## config.mk

```make
export PLATFORM = sky130hd
export DESIGN_NAME = pipe_ctrl_flat
export DESIGN_NICKNAME = d
export VERILOG_FILES = /design/src/rtl/pipe_ctrl_if.sv /design/src/rtl/pipe_ctrl.sv /design/src/flat_wrapper.sv
export SDC_FILE = /design/constraint.sdc
export NUM_CORES = 1
export LEC_CHECK = 0
export ABC_CLOCK_PERIOD_IN_PS = 4600
export BUFFER_PORTS_ARGS = -buffer_cell sky130_fd_sc_hd__buf_2
export CORE_MARGIN = 2
export CORE_UTILIZATION = 51
export CTS_BUF_LIST = sky130_fd_sc_hd__clkbuf_16
export DETAILED_ROUTE_END_ITERATION = 12
export PLACE_DENSITY = 0.86
export SLEW_MARGIN = 0
export SYNTH_ARGS = -nofsm -noshare
export SYNTH_HDL_FRONTEND = slang
export SYNTH_SLANG_ARGS = --single-unit
```

## constraint.sdc

```tcl
create_clock -name clk -period 4.6 [get_ports clk]
set_input_delay 0.46 -clock clk [delete_from_list [all_inputs] [get_ports clk]]
set_output_delay 0.46 -clock clk [all_outputs]
set_load 0.05 [all_outputs]
```

## src/rtl/pipe_ctrl_if.sv

```systemverilog
// Bundle between the pipeline stages and the pipeline controller.
// The stages drive the stall requests and the exception information.
// The controller answers in the same cycle with stall, flush and new_pc.
// timeout_o and stall_cycles are registered and change only on a clock edge.
// fsm_state mirrors the controller state register so that checkers can bind to it.
interface pipe_ctrl_if;
    logic        stallreq_if;
    logic        stallreq_id;
    logic        stallreq_ex;
    logic        stallreq_mem;
    logic [31:0] excepttype_i;
    logic [31:0] cp0_epc_i;
    logic [5:0]  stall;
    logic        flush;
    logic [31:0] new_pc;
    logic        timeout_o;
    logic [31:0] stall_cycles;
    logic [1:0]  fsm_state;

    // Pipeline stages side.
    modport master (
        output stallreq_if, stallreq_id, stallreq_ex, stallreq_mem,
        output excepttype_i, cp0_epc_i,
        input  stall, flush, new_pc, timeout_o, stall_cycles, fsm_state
    );

    // Controller side.
    modport slave (
        input  stallreq_if, stallreq_id, stallreq_ex, stallreq_mem,
        input  excepttype_i, cp0_epc_i,
        output stall, flush, new_pc, timeout_o, stall_cycles, fsm_state
    );
endinterface

```

## src/rtl/pipe_ctrl.sv

```systemverilog
// Pipeline controller. It produces the per-stage stall vector and the flush/redirect signals.
// It also forces a bus-timeout exception when the memory stage stalls for too long.
// The priority within one cycle is: reset, then exception, then timeout, then stall requests.
module pipe_ctrl #(
    parameter int unsigned STALL_TIMEOUT = 255
) (
    input  logic        clk,
    input  logic        rst,
    pipe_ctrl_if.slave  bus
);

    typedef enum logic [1:0] {
        RUN     = 2'b00,
        MEMWAIT = 2'b01,
        FLUSH   = 2'b10
    } state_t;

    // The count that triggers the timeout. The count starts from the first MEMWAIT cycle.
    localparam logic [15:0] TMO_LAST = 16'(STALL_TIMEOUT - 1);
    localparam logic [31:0] EXC_VEC  = 32'h0000_0040;
    localparam logic [31:0] INT_VEC  = 32'h0000_0020;

    state_t      state;
    state_t      state_next;
    logic [15:0] tmo_cnt;
    logic [15:0] tmo_cnt_next;
    logic        tmo_take;
    logic        timeout_q;
    logic [31:0] stall_cycles_q;
    logic        exc;
    logic [5:0]  stall_v;
    logic        flush_v;
    logic [31:0] new_pc_v;
    logic [31:0] exc_target;

    assign exc = (bus.excepttype_i != 32'h0);

    // Select the redirect target for the pending exception code.
    always_comb begin
        exc_target = EXC_VEC;
        case (bus.excepttype_i)
            32'h0000_0001: exc_target = INT_VEC;
            32'h0000_000e: exc_target = bus.cp0_epc_i;
            default:       exc_target = EXC_VEC;
        endcase
    end

    // Compute the next state, the timeout counter and the same-cycle pipeline controls.
    always_comb begin
        state_next   = state;
        tmo_cnt_next = tmo_cnt;
        stall_v      = 6'b000000;
        flush_v      = 1'b0;
        new_pc_v     = 32'h0;
        tmo_take     = 1'b0;
        if (rst) begin
            // All outputs stay at zero. The register block loads the reset state.
            state_next   = RUN;
            tmo_cnt_next = 16'h0;
        end else if (exc) begin
            flush_v      = 1'b1;
            new_pc_v     = exc_target;
            state_next   = FLUSH;
            tmo_cnt_next = 16'h0;
        end else if (state == MEMWAIT && bus.stallreq_mem && tmo_cnt == TMO_LAST) begin
            flush_v      = 1'b1;
            new_pc_v     = EXC_VEC;
            tmo_take     = 1'b1;
            state_next   = FLUSH;
            tmo_cnt_next = 16'h0;
        end else begin
            if (bus.stallreq_mem)      stall_v = 6'b011111;
            else if (bus.stallreq_ex)  stall_v = 6'b001111;
            else if (bus.stallreq_id)  stall_v = 6'b000111;
            else if (bus.stallreq_if)  stall_v = 6'b000011;
            case (state)
                RUN: begin
                    if (bus.stallreq_mem) state_next = MEMWAIT;
                end
                MEMWAIT: begin
                    if (bus.stallreq_mem) begin
                        tmo_cnt_next = tmo_cnt + 16'h1;
                    end else begin
                        state_next   = RUN;
                        tmo_cnt_next = 16'h0;
                    end
                end
                FLUSH: begin
                    state_next   = bus.stallreq_mem ? MEMWAIT : RUN;
                    tmo_cnt_next = 16'h0;
                end
                default: begin
                    state_next   = RUN;
                    tmo_cnt_next = 16'h0;
                end
            endcase
        end
    end

    // Registered state: the FSM, the timeout counter, the timeout pulse and the stall cycle counter.
    always_ff @(posedge clk) begin
        if (rst) begin
            state          <= RUN;
            tmo_cnt        <= 16'h0;
            timeout_q      <= 1'b0;
            stall_cycles_q <= 32'h0;
        end else begin
            state     <= state_next;
            tmo_cnt   <= tmo_cnt_next;
            timeout_q <= tmo_take;
            if (stall_v != 6'b000000) stall_cycles_q <= stall_cycles_q + 32'h1;
        end
    end

    assign bus.stall        = stall_v;
    assign bus.flush        = flush_v;
    assign bus.new_pc       = new_pc_v;
    assign bus.timeout_o    = timeout_q;
    assign bus.stall_cycles = stall_cycles_q;
    assign bus.fsm_state    = state;

endmodule

```

## src/flat_wrapper.sv

```systemverilog
// flat-port wrapper written by rule: the top's interface ports become plain ports
module pipe_ctrl_flat 
#(
    parameter int unsigned STALL_TIMEOUT = 255
)
  (clk, rst, bus_stallreq_if, bus_stallreq_id, bus_stallreq_ex, bus_stallreq_mem, bus_excepttype_i, bus_cp0_epc_i, bus_stall, bus_flush, bus_new_pc, bus_timeout_o, bus_stall_cycles, bus_fsm_state);
  pipe_ctrl_if bus_i ();
  input  logic clk;
  input  logic rst;
  input wire logic [$bits(bus_i.stallreq_if)-1:0] bus_stallreq_if;
  input wire logic [$bits(bus_i.stallreq_id)-1:0] bus_stallreq_id;
  input wire logic [$bits(bus_i.stallreq_ex)-1:0] bus_stallreq_ex;
  input wire logic [$bits(bus_i.stallreq_mem)-1:0] bus_stallreq_mem;
  input wire logic [$bits(bus_i.excepttype_i)-1:0] bus_excepttype_i;
  input wire logic [$bits(bus_i.cp0_epc_i)-1:0] bus_cp0_epc_i;
  output wire logic [$bits(bus_i.stall)-1:0] bus_stall;
  output wire logic [$bits(bus_i.flush)-1:0] bus_flush;
  output wire logic [$bits(bus_i.new_pc)-1:0] bus_new_pc;
  output wire logic [$bits(bus_i.timeout_o)-1:0] bus_timeout_o;
  output wire logic [$bits(bus_i.stall_cycles)-1:0] bus_stall_cycles;
  output wire logic [$bits(bus_i.fsm_state)-1:0] bus_fsm_state;
  assign bus_i.stallreq_if = bus_stallreq_if;
  assign bus_i.stallreq_id = bus_stallreq_id;
  assign bus_i.stallreq_ex = bus_stallreq_ex;
  assign bus_i.stallreq_mem = bus_stallreq_mem;
  assign bus_i.excepttype_i = bus_excepttype_i;
  assign bus_i.cp0_epc_i = bus_cp0_epc_i;
  assign bus_stall = bus_i.stall;
  assign bus_flush = bus_i.flush;
  assign bus_new_pc = bus_i.new_pc;
  assign bus_timeout_o = bus_i.timeout_o;
  assign bus_stall_cycles = bus_i.stall_cycles;
  assign bus_fsm_state = bus_i.fsm_state;
  pipe_ctrl #(.STALL_TIMEOUT(STALL_TIMEOUT)) u_core (.clk(clk), .rst(rst), .bus(bus_i));
endmodule
```

Word-level counts from Yosys, hierarchy flattened:

Cells that the tools add are included.

* input bits: 70
* RAM bits: 0
* memory bits (read-only): 0
* output and inout bits: 74
* memories: 0
* latch bits: 0
* logic and storage cells: 47
* register bits after elaboration: 51

* multiplexer cells: 22
* add/sub/neg operators: 2
* equality and inequality tests: 9
* reduce and logical (&&, ||, !) cells: 9
* div/mod/pow operators: 0
* shift-type cells: 0
* bitwise operators: 0
* order comparisons: 0
* multiply operators: 0

Operators with widths (number)
* $mux 32: 2
* $pmux 32 s2: 1
* $mux 6: 6
* $add 32x1->32 const B: 1
* $eq 32x1->1 const B: 1
* $eq 32x4->1 const B: 1
* $pmux 16 s2: 1
* $reduce_bool 32->1: 1
* $add 16x1->16 const B: 1
* $eq 16x8->1 const B: 1
* $mux 16: 1
* $mux 2: 5
* $mux 7: 1
* $pmux 2 s3: 1
* $reduce_bool 6->1: 1
* $mux 1: 4
* $ne 2x2->1 const B: 2
* $ne 4x2->1 const B: 1
* $ne 4x3->1 const B: 1
* $reduce_and 2->1: 2
* $reduce_or 3->1: 1
* $eq 2x1->1 const B: 1
* $eq 2x2->1 const B: 1
* $logic_and 1x1->1: 2
* other kinds (2): 2

Logic depth before layout (Yosys ltp):

* word-level depth: 8
* mapped depth: 10
* gate-level depth less buffers: 8

Worst setup path after synthesis:

OpenSTA, ideal clock, no wires.

* path type: reg-to-output
* from: register u_core.state[0], in the netlist u_core.bus.fsm_state[0]
* to: output port bus_new_pc[6]
* buffers on the path: 0
* data required time: 4.140 ns
* stages on the path, launching flop included: 7
* setup slack: 1.376 ns
* arrival: 2.764 ns
* cell sequence: dfxtp_1 > nand3b_1 > or4_4 > or3_4 > o21ai_0 > o21ai_0 > a21oi_1

* longest elaborated chain between the ends: 6

RTL lines
* start, declared: RTL line pipe_ctrl.sv:23 `state_t state;`
* start signal, assigned: RTL line pipe_ctrl.sv:108 `state <= state_next;`
* $eq 2x1->1: RTL line pipe_ctrl.sv:65 `end else if (state == MEMWAIT && bus.stallreq_mem && tmo_cnt == TMO_LAST) begin`
* $logic_and 1x1->1 (2 in series): RTL line pipe_ctrl.sv:65
* $mux 7: RTL line pipe_ctrl.sv:65
* $mux 32: RTL line pipe_ctrl.sv:60 `end else if (exc) begin`
* $mux 32: RTL line pipe_ctrl.sv:56 `if (rst) begin`
* end, declared: RTL line flat_wrapper.sv:18 `output wire logic [$bits(bus_i.new_pc)-1:0] bus_new_pc;`

Every way passes these cells.

Worst setup path in the final report:

* from: register u_core.state[1], in the netlist u_core.bus.fsm_state[1]
* to: output port bus_stall[3]

* longest elaborated chain between the ends: 6

RTL lines
* $eq 2x1->1: RTL line pipe_ctrl.sv:65
* $logic_and 1x1->1 (2 in series): RTL line pipe_ctrl.sv:65
* $mux 6: RTL line pipe_ctrl.sv:65
* $mux 6: RTL line pipe_ctrl.sv:60
* $mux 6: RTL line pipe_ctrl.sv:56
* end, declared: RTL line flat_wrapper.sv:16 `output wire logic [$bits(bus_i.stall)-1:0] bus_stall;`

Every way passes these cells.

==> impl_metrics.json <==
{
  "num_io_pins": 144,
  "setup_viol": 0,
  "finalWorstSetupSlack_ns": 1.281,
  "clk_latency_ns": 0.29,
  "synth.net_count": 466,
  "die_width_um": 81.61,
  "dieArea_mm2": 0.006659,
  "hold_start": "bus_stallreq_mem",
  "fin_skew_ns": 0.008027,
  "setup_tns_ns": 0,
  "avgSynthCellArea_um2": 7.816,
  "crit_arrival_ns": 2.86,
  "core_mm2": 0.005886,
  "routed_wirelength_um": 8714,
  "crit_path_end_kind": "primary output",
  "finalCritPeriodShare_pct": 72.15,
  "grt_pass1_vias": 3129,
  "hold_violations": 0,
  "final_antenna_net_count": 0,
  "cts.sinks": 51,
  "clk_pin_slew_ns": 0.06,
  "synth_ff_type": "dfxtp_1",
  "synth_commonest_cells": "51 x dfxtp_1, 48 x nor2_1, 38 x and3_1",
  "r2r_start": "u_core.tmo_cnt[0]",
  "vdd_drop_max_uv": 251.5,
  "synth_largest_area_cell": "dfxtp_1",
  "dp_slack_ns": 1.423,
  "r2r_end": "u_core.bus.stall_cycles[16]",
  "io_buffers": 142,
  "fillers": 542,
  "first_pass_iters": 5,
  "synth_warnings": 0,
  "min_period_ns": 3.319,
  "antenna_found_initial": 0,
  "p_leak_nw": 1.734,
  "antenna_cells": 0,
  "ys_types": 51,
  "cp.required_ns": 4.14,
  "vias_per_cell": 5.805,
  "cts_tree": "done",
  "die_h_um": 81.61,
  "grt_overflow_total": 0,
  "synth_edf_count": 0,
  "ctsHoldBuffers": 0,
  "fin_nets": 593,
  "ctsHtreeMaxLevel": 2,
  "dpl.hpwl_um": 6406,
  "synth_most_common_cell": "dfxtp_1",
  "hp-class": "input port to flip-flop",
  "grt_pass1_wl_um": 14160,
  "cts_buffers": 5,
  "tightestPinTransition_ns": 0.7250,
  "status": "finished clean",
  "synthToLayoutAreaGrowth_pct": 27.86,
  "maxCapViolCount": 0,
  "cts.repair.resized": 0,
  "async_reset_ff_share_pct": 0,
  "synth_top_cells_by_area": "dfxtp_1 33%, and3_1 7.7%, nor2_1 5.9%",
  "start_util_pct": 52.19,
  "via_count": 3460,
  "r2r_cells": 8,
  "grt_start_max_net_pins": 39,
  "cp_max_fo": 25,
  "grt_usage_pct": 26.45,
  "place_congestion": 0.8582,
  "hold_depth": 3,
  "whs_endpoint": "u_core.bus.fsm_state[0]",
  "drt_iter0_markers": 182,
  "cts_max_path_buffers": 2,
  "synth_top_cell_area_share_pct": 33.24,
  "clockRootBuffer": "clkbuf_16",
  "yosysSeqAreaShare_pct": 33.24,
  "path_class": "flip-flop to primary output",
  "relSlewSlack_pct": 50.90,
  "post_drt_wl_per_cell_um": 14.62,
  "ys_ff_latch": 51,
  "rsz0062_at_grt": "no",
  "synthesis.instances": 393,
  "rrSetupSlack_ns": 2.01,
  "clock.fmax_ghz": 0.3013,
  "drive_gt1_share_pct": 32.63,
  "slew_violations": 0,
  "cp-start-kind": "flip-flop",
  "power-per-cell-area_mw_per_mm2": 233.0,
  "drc": 0,
  "rows": 28,
  "post_cts_buffers": 0,
  "synth_area_mm2": 0.003072
}
## flip-flops by register name, summed over array words and instances, names as in the netlist
signal	count
u_core.bus.fsm_state	2
u_core.bus.timeout_o	1
u_core.tmo_cnt	16
u_core.bus.stall_cycles	32
## cell usage in the layout, fill, tap and decap left out, types with 5 or more instances in the layout
| cell type | instances |
|---|---|
| a21o_1 | 6 |
| a21oi_1 | 30 |
| and3_1 | 38 |
| buf_2 | 142 |
| clkbuf_16 | 5 |
| dfxtp_1 | 51 |
| inv_1 | 10 |
| nand2_1 | 26 |
| nand3_1 | 20 |
| nand4_1 | 8 |
| nor2_1 | 48 |
| nor3_1 | 12 |
| nor4_1 | 15 |
| nor4_2 | 7 |
| o21ai_0 | 14 |
| o31ai_1 | 9 |
| or3_1 | 5 |
| or4_1 | 11 |
| xnor2_1 | 13 |
## layer usage
layer | share of wire, % | track usage (%) | vias to the layer above
li1 | - | - | 1706
met1 | 47 | 37.19 | 1621
met2 | 46 | 42.79 | 124
met3 | 6.2 | 5.165 | 9
met4 | 0.65 | 4.500 | 0
met5 | 0 | 0 | -
## worst max-delay path by stage
stage / startpoint / to / slack [ns] / cells after the start
finish: u_core.bus.fsm_state[1] / bus_stall[3] / 1.28 / 8
global route: u_core.bus.fsm_state[1] / bus_stall[4] / 1.05 / 8
CTS: u_core.bus.fsm_state[1] / bus_stall[3] / 1.28 / 8
detailed placement: bus_stallreq_mem / bus_stall[3] / 1.42 / 9
global placement: bus_stallreq_mem / bus_stall[3] / 1.48 / 9
floorplan: u_core.bus.fsm_state[0] / bus_new_pc[6] / 1.38 / 6
## logic make-up (layout without fill, tap and decap cells)
kind of cell / Yosys count / count (layout) / synth area share (%)
other: 1 / 1 / 0.1221
AO/OA/AOI/OAI: 72 / 72 / 14.22
buffers and inverters: 34 / 162 / 5.377
adder cells (fa/ha/maj): 3 / 3 / 1.222
AND/OR/NAND/NOR: 216 / 216 / 41.14
multiplexers: 2 / 2 / 0.6925
XOR/XNOR: 14 / 14 / 3.992
flip-flops: 51 / 51 / 33.24
## per-stage QoR
stage          instances  hold WS, ns  area, µm²  total power [W]  utilization (%)
6_report             596       0.4774       3928        0.0009151            66.73
5_1_grt              596       0.5000       3928        0.0009447            66.73
4_1_cts              596       0.4709       3928        0.0009182            66.73
3_5_place_dp         588       0.4859       3764        0.0005105            63.95
3_3_place_gp         588       0.4674       3764        0.0005088            63.95
2_1_floorplan        393       0.4510       3072        0.0004755                -
## power breakdown
part	switching [W]	total, W	internal (W)
clock	0.000160	0.000414	0.000254
combinational	0.0000325	0.0000588	0.0000264
sequential	0.000000595	0.000442	0.000442
## layout make-up
cell class                      instances  area [µm²]  share of cell area [%]
Sequential cell                        51        1021                   26.00
Timing Repair Buffer                  144       725.7                   18.48
Multi-Input combinational cell        308        1886                   48.01
Inverter                               10       37.54                  0.9557
Tap cell                               75       93.84                   2.389
Clock buffer                            5       125.1                   3.186
Clock inverter                          3       38.79                  0.9876
## critical path, stage by stage (launching register included)
cell and delay, ns:
dfxtp_1 0.35, nand3b_1 0.17, buf_4 0.21, or4_4 0.46, nor3_4 0.38, nor2_1 0.15
nand2_1 0.52, nor2_1 0.10, buf_2 0.23
(Power assumes the default switching activity.)
